File: config.mk
export PLATFORM = sky130hd
export DESIGN_NAME = cam_capture_ctrl
export DESIGN_NICKNAME = d
export VERILOG_FILES = /design/src/rtl/cam_ctrl_pkg.sv /design/src/rtl/cam_capture_ctrl_fps_meter.sv /design/src/rtl/cam_capture_ctrl.sv
export SDC_FILE = /design/constraint.sdc
export NUM_CORES = 1
export LEC_CHECK = 0
export BUFFER_PORTS_ARGS = -buffer_cell sky130_fd_sc_hd__buf_2
export CAP_MARGIN = 20
export CORE_MARGIN = 3
export CORE_UTILIZATION = 39
export DETAILED_ROUTE_END_ITERATION = 16
export HOLD_SLACK_MARGIN = 0.08
export PLACE_DENSITY_LB_ADDON = 0.25
export RECOVER_POWER = 25
export SETUP_SLACK_MARGIN = 0.4
export SLEW_MARGIN = 10
export SYNTH_ARGS = -nofsm -noshare
export SYNTH_HDL_FRONTEND = slang
export SYNTH_SLANG_ARGS = --single-unit
File: constraint.sdc
create_clock -name clk -period 3.1 [get_ports clk]
set_input_delay 0.155 -clock clk [delete_from_list [all_inputs] [get_ports clk]]
set_output_delay 0.155 -clock clk [all_outputs]
set_load 0.03 [all_outputs]
File: src/rtl/cam_ctrl_pkg.sv
// Shared types and constants for the camera capture sequencer: FSM encoding,
// debug status word layout and FPS output width.
package cam_ctrl_pkg;

    typedef enum logic [1:0] {
        IDLE    = 2'd0,
        ARMED   = 2'd1,
        CAPTURE = 2'd2,
        DRAIN   = 2'd3
    } cap_state_t;

    localparam int STATE_LSB  = 0;
    localparam int PEND_BIT   = 2;
    localparam int MISSED_BIT = 3;
    localparam int FCNT_LSB   = 16;
    localparam int FCNT_W     = 16;

    localparam int FPS_W = 32;

endpackage

File: src/rtl/cam_capture_ctrl_fps_meter.sv
// Frame-rate meter: counts completed frames over a window of CLK_FREQ_HZ
// cycles and publishes the total at the end of each window.
module fps_meter
    import cam_ctrl_pkg::*;
#(
    parameter int CLK_FREQ_HZ = 100000000
) (
    input  logic             clk,
    input  logic             resetn,
    input  logic             frame_done,
    output logic [FPS_W-1:0] frames_per_second
);

    localparam logic [31:0] WIN_LAST = 32'(CLK_FREQ_HZ - 1);

    logic [31:0]      win_cnt;
    logic [FPS_W-1:0] done_cnt;
    logic [FPS_W-1:0] done_inc;

    // A completion on the terminal cycle still belongs to the closing window.
    assign done_inc = done_cnt + FPS_W'(frame_done);

    always_ff @(posedge clk or negedge resetn) begin
        if (!resetn) begin
            win_cnt           <= '0;
            done_cnt          <= '0;
            frames_per_second <= '0;
        end else if (win_cnt == WIN_LAST) begin
            win_cnt           <= '0;
            done_cnt          <= '0;
            frames_per_second <= done_inc;
        end else begin
            win_cnt  <= win_cnt + 32'd1;
            done_cnt <= done_inc;
        end
    end

endmodule

File: src/rtl/cam_capture_ctrl.sv
// Camera capture sequencer: arms on register requests, captures whole frames,
// waits for the DMA flush and reports status plus measured frame rate.
module cam_capture_ctrl
    import cam_ctrl_pkg::*;
#(
    parameter int CLK_FREQ_HZ = 100000000
) (
    input  logic        clk,
    input  logic        resetn,
    input  logic        cam_confdone,
    input  logic        cam_dma_init_done,
    input  logic        trigger_capture_frame,
    input  logic        continuous_capture_frame,
    input  logic        frame_start,
    input  logic        frame_end,
    input  logic        dma_done,
    output logic        dma_start,
    output logic        capture_en,
    output logic        capture_busy,
    output logic [31:0] frames_per_second,
    output logic [31:0] cam_dma_status
);

    // Pulse semantics: frame_start, frame_end, dma_done and dma_start are
    // single-cycle strobes with no backpressure; each high cycle is one event.

    cap_state_t        state, state_next;
    logic              trig_q;
    logic              pend_single;
    logic              missed_end;
    logic              done_pend;
    logic [FCNT_W-1:0] frame_count;
    logic              ready;
    logic              trig_rise;
    logic              drain_exit;
    logic              pend_clear;

    assign ready      = cam_confdone & cam_dma_init_done;
    assign trig_rise  = trigger_capture_frame & ~trig_q;
    assign pend_clear = (state == IDLE) && (state_next == ARMED);

    always_comb begin
        state_next = state;
        drain_exit = 1'b0;
        case (state)
            IDLE: begin
                if (ready && (pend_single || continuous_capture_frame))
                    state_next = ARMED;
            end
            ARMED: begin
                if (!ready)
                    state_next = IDLE;
                else if (frame_start)
                    state_next = CAPTURE;
            end
            CAPTURE: begin
                if (frame_end)
                    state_next = DRAIN;
            end
            DRAIN: begin
                if (dma_done || done_pend) begin
                    drain_exit = 1'b1;
                    state_next = (continuous_capture_frame && ready) ? ARMED : IDLE;
                end
            end
            default: state_next = IDLE;
        endcase
    end

    always_ff @(posedge clk or negedge resetn) begin
        if (!resetn) begin
            state        <= IDLE;
            trig_q       <= 1'b0;
            pend_single  <= 1'b0;
            missed_end   <= 1'b0;
            done_pend    <= 1'b0;
            frame_count  <= '0;
            dma_start    <= 1'b0;
            capture_en   <= 1'b0;
            capture_busy <= 1'b0;
        end else begin
            state  <= state_next;
            trig_q <= trigger_capture_frame;

            // Only one single-shot request is held; extra edges are absorbed.
            if (pend_single) begin
                if (pend_clear)
                    pend_single <= 1'b0;
            end else if (trig_rise) begin
                pend_single <= 1'b1;
            end

            if (!cam_confdone)
                missed_end <= 1'b0;
            else if (state == CAPTURE && frame_start)
                missed_end <= 1'b1;

            if (drain_exit)
                done_pend <= 1'b0;
            else if (state == CAPTURE && dma_done)
                done_pend <= 1'b1;

            frame_count  <= frame_count + FCNT_W'(drain_exit);
            dma_start    <= (state == ARMED) && (state_next == CAPTURE);
            capture_en   <= (state_next == CAPTURE);
            capture_busy <= (state_next != IDLE);
        end
    end

    always_comb begin
        cam_dma_status                        = '0;
        cam_dma_status[STATE_LSB +: 2]        = state;
        cam_dma_status[PEND_BIT]              = pend_single;
        cam_dma_status[MISSED_BIT]            = missed_end;
        cam_dma_status[FCNT_LSB +: FCNT_W]    = frame_count;
    end

    fps_meter #(
        .CLK_FREQ_HZ(CLK_FREQ_HZ)
    ) u_fps_meter (
        .clk              (clk),
        .resetn           (resetn),
        .frame_done       (drain_exit),
        .frames_per_second(frames_per_second)
    );

endmodule

---- Yosys cells after proc, flatten, opt, wreduce, memory -nomap -nowiden ----
Index checks and enable logic that the tools add are counted.
W data, S select, Z words.
word-level totals
  register bits after elaboration ......... 121
  latch bits .............................. 0
  bits in writable memories ............... 0
  memory bits (read-only) ................. 0
  bits of input ports ..................... 9
  output and inout bits ................... 67
  word-level logic and storage cells ...... 54
  memories kept ........................... 0
cells by class
  add/subtract/negate cells ............... 3
  $mul .................................... 0
  divide/modulo/power cells ............... 0
  magnitude comparators ................... 0
  equal/unequal tests ..................... 7
  shift operators ......................... 0
  multiplexer cells ....................... 18
  bitwise logic cells ..................... 3
  reduce and logical (&&, ||, !) cells .... 11
operator list
  operator                 number
  $mux W32                 2
  $add A32 B1 Y32          1
  $add A32 B1 Y32 const B  1
  $eq A32 B27 Y1 const B   1
  $add A16 B1 Y16          1
  $mux W1                  10
  $mux W2                  5
  $pmux W2 S4              1
  $eq A2 B2 Y1 const B     3
  $logic_and A1 B1 Y1      6
  $eq A2 B1 Y1 const B     2
  $reduce_bool A2 Y1       2
  $and A1 B1 Y1            2
  $logic_not A2 Y1         1
  $logic_or A1 B1 Y1       2
  $ne A2 B1 Y1 const B     1
  $not A1 Y1               1

---- Logic depth before layout (Yosys ltp) ----
  word-level depth ........................ 9
  depth in mapped cells ................... 10

---- Hierarchy ----
A second synthesis with hierarchy kept.
second synthesis, totals
  cells, all modules ...................... 540
  area, all modules ....................... 5,594.1 µm²
by module, submodules not included
  module            instances  cells an instance  area an instance (µm²)  seq. area each (µm²)
  fps_meter         1          435                4,420.5                 2,402.3
  cam_capture_ctrl  1          105                1,173.6                 625.6

---- Worst setup path before layout ----
OpenSTA, ideal clock, no wires.
  kind .................................... reg-to-reg
  start point ............................. register state[1]
  end point ............................... register u_fps_meter.frames_per_second[30]
  library setup time ...................... 0.126 ns
  data arrival time ....................... 2.388 ns
  path slack .............................. 0.586 ns
  cell stages (with the launch flop) ...... 11
  buffers on the path ..................... 1
  path through ............................ dfrtp_1 > clkbuf_1 > inv_1 > nor2_1 > ha_1 > ha_1 > nand4_1 > nor4_2 > nand3_1 > xor2_1 > a21oi_1
between the ends
  word-level cells in the longest chain between the ends .. 3
RTL lines
  what                    line                              RTL
  start, declared         cam_capture_ctrl.sv:27            cap_state_t state, state_next;
  start signal, assigned  cam_capture_ctrl.sv:82            state <= state_next;
  $eq A2 B2 Y1            cam_capture_ctrl.sv:45            case (state)
  $mux W1                 cam_capture_ctrl.sv:45
  $add A32 B1 Y32         cam_capture_ctrl_fps_meter.sv:21  assign done_inc = done_cnt + FPS_W'(frame_done);
  end signal, assigned    cam_capture_ctrl_fps_meter.sv:31  frames_per_second <= done_inc;
  end, declared           cam_capture_ctrl_fps_meter.sv:11  output logic [FPS_W-1:0] frames_per_second
No other way between the ends.
A chain may end at the register's enable or synchronous reset.

---- Final worst setup path ----
  start point ............................. register state[0]
  end point ............................... register u_fps_meter.frames_per_second[17]
Same word-level chain as after synthesis.

==> impl_metrics.tcl <==
set metrics [dict create \
    outcome "completed" \
    worstPathRequired_ps 3390 \
    insertion_delay_ps 410 \
    power_leakage_nw 2.92 \
    antenna_cells 0 \
    arrival_ps 2750 \
    cp-end-kind "register" \
    cts_tree "yes" \
    initial_core_util_pct 40.2 \
    relSlewSlack_pct 2.79 \
    hold_class "in2reg" \
    dp_hpwl_um 7360 \
    rrSetupSlack_ps 640 \
    antenna_left 0 \
    yosys.cell_types.count 37 \
    syn_to_final_growth_pct 21.2 \
    path_max_fanout 8 \
    clk_path_buf_depth 2 \
    cts_root_buf "clkbuf_16" \
    yosysMostFrequentCell "dfrtp_1" \
    numPortBuffers 63 \
    grt_pass1_wl_um 18400 \
    ir_drop_mv 0.561 \
    synthArstFlopShare_pct 100 \
    ys.flop_type "dfrtp_1" \
    place_inst 735 \
    grt_pass1_vias 3774 \
    skew_ps 7.16 \
    grt_max_degree 71 \
    cp-start-kind "register" \
    post_drt_wl_per_cell_um 14.0 \
    synth_common_cells "121 x dfrtp_1, 93 x nor2_1, 41 x xor2_1, 36 x nand3_1, 35 x a21oi_1" \
    drv_cap 0 \
    drt_iter0_drc 184 \
    grt_overflow 0 \
    dr.pass1.iters 4 \
    fin_util_pct 48.7 \
    synth_edf_count 0 \
    vias 3789 \
    place.gp.congestion 0.868 \
    die-area_mm2 0.0151 \
    setup_viol_count_final 0 \
    ys_seq_elements 121 \
    yosysTopAreaCellShare_pct 56.7 \
    synth_cells 510 \
    vias_per_cell 4.89 \
    power.density_mw_per_mm2 619 \
    seq_area_mm2 0.00303 \
    synthTopCellsByArea "dfrtp_1 57%, xor2_1 6.7%, nor2_1 6.5%" \
    core_area_mm2 0.0133 \
    ys_warn_count 0 \
    drv_slew 0 \
    finalHoldViolCount 0 \
    yosys.area.top_type "dfrtp_1" \
    finalNonFillerCells 775 \
    cts.clk_slew.worst_paths_ps 50 \
    cts_buffers 17 \
    crit_type "reg2reg" \
    track_usage_pct 15.6 \
    rows 42 \
    yosysSeqAreaShare_pct 56.7 \
    htree_num_levels 4 \
    antenna_found_initial 0 \
    syn_avg_cell_area_um2 10.5 \
    finalCritPeriodShare_pct 79.4 \
    io_pins 76 \
    holdPathStages 3 \
    layout.nets 600 \
    drc 0 \
    cts.sinks 121 \
    die_w_um 123 \
    rsz0062_at_grt "yes" \
    reg2reg_depth 8 \
    fmax_mhz 406 \
    p_total_w 0.00401 \
    synth_area_mm2 0.00534 \
    routed_wl_um 10800 \
    die_y_um 123 \
    final.fill_count 1234 \
    setup_tns_ps 0 \
    period_needed_ps 2460 \
    drive_above_1_share_pct 17.2 \
    tightestPinTransition_ps 1460 \
    multi_input_area_mm2 0.00216 \
]
==> layout by cell type (no fill, tap or decap), types with 3 or more instances in the layout <==
cell type,netlist,routed
a21oi_1,35,35
and3_1,9,9
and4_1,3,3
buf_12,0,3
buf_2,12,50
bufinv_16,0,3
clkbuf_1,1,13
clkbuf_16,0,17
clkinv_2,0,6
conb_1,1,12
dfrtp_1,121,121
dlygate4sd3_1,0,6
ha_1,5,5
inv_1,9,9
nand2_1,28,28
nand3_1,36,36
nand4_1,22,22
nor2_1,93,92
nor2b_1,4,4
nor3_1,8,8
nor4_1,8,7
nor4_2,3,3
o21ai_0,3,3
o31ai_1,3,3
xnor2_1,30,30
xor2_1,41,41
==> report_power, final <==
group	total, W	leakage [nW]	switching, W	internal [W]
combinational	0.000318	1.13	0.000227	0.0000918
clock	0.00197	0.292	0.000692	0.00128
sequential	0.00172	1.50	0.0000693	0.00165
total	0.00401	2.92	0.000988	0.00302
==> cells by family after synthesis <==
group | count (synthesis) | synth area share, %
fa+ha+maj | 5 | 1.17
flops | 121 | 56.7
buf+inv | 37 | 3.94
other cells | 1 | 0.0702
simple gates | 229 | 21.6
mux | 2 | 0.422
compound gates | 44 | 4.43
xor+xnor | 71 | 11.6
==> worst paths after layout <==
| kind | endpoint | startpoint |
|---|---|---|
| max | u_fps_meter.frames_per_second[17] | state[0] |
| min | state[0] | frame_end |
| max reg2reg | u_fps_meter.frames_per_second[17] | state[0] |
| min reg2reg | frame_count[15] | frame_count[15] |
| max in group asynchronous | u_fps_meter.done_cnt[1] | resetn |
| min in group asynchronous | frame_count[9] | resetn |
==> registers in the layout, indices dropped and copies added (netlist names) <==
signal                         count
dma_start                          1
u_fps_meter.frames_per_second     32
trig_q                             1
missed_end                         1
capture_en                         1
capture_busy                       1
frame_count                       16
u_fps_meter.done_cnt              32
done_pend                          1
state                              2
u_fps_meter.win_cnt               32
pend_single                        1
==> final cells by class <==
| cell class | instances | area share, % |
|---|---|---|
| Sequential cell | 121 | 46.8 |
| Multi-Input combinational cell | 363 | 33.4 |
| Clock buffer | 19 | 6.84 |
| Timing Repair Buffer | 74 | 6.73 |
| Tap cell | 176 | 3.40 |
| Clock inverter | 13 | 2.36 |
| Inverter | 9 | 0.522 |
==> critical path, stage by stage (launching register included) <==
cell and delay [ps]:
dfrtp_1 460, o21ai_0 190, nor2_1 170, ha_1 230, nand3_1 250, nor4_1 540
nand3_1 180, xor2_1 220, a21oi_1 90
==> metrics by stage <==
| stage | hold WS (ps) | worst slack (ps) | area (um2) |
|---|---|---|---|
| 2_1_floorplan | -141 | 586 | 5380 |
| 6_report | 113 | 638 | 6470 |
| 3_5_place_dp | 279 | 393 | 5810 |
| 5_1_grt | 116 | 378 | 6470 |
| 4_1_cts | 84.4 | 447 | 6470 |
| 3_3_place_gp | 270 | 492 | 5810 |
==> per-layer routing <==
metal	wire (um)	part of all wire [%]	track usage [%]	vias up
met3	395	3.6	5.67	15
li1	-	-	-	1865
met2	5440	50	25.2	62
met5	0	0	0	-
met4	193	1.8	5.74	0
met1	4810	44	19.2	1847
==> timing repair <==
item | 4_1_cts | 5_1_grt
hold buffers | 6 | 0
buffers inserted | 0 | 2
hold endpoints to repair | 62 | 0
endpoints found under the setup margin | 3 | 22
pin swaps | 0 | 2
resized for setup | 1 | 1
No activity file was read; power rests on OpenSTA's default activity.
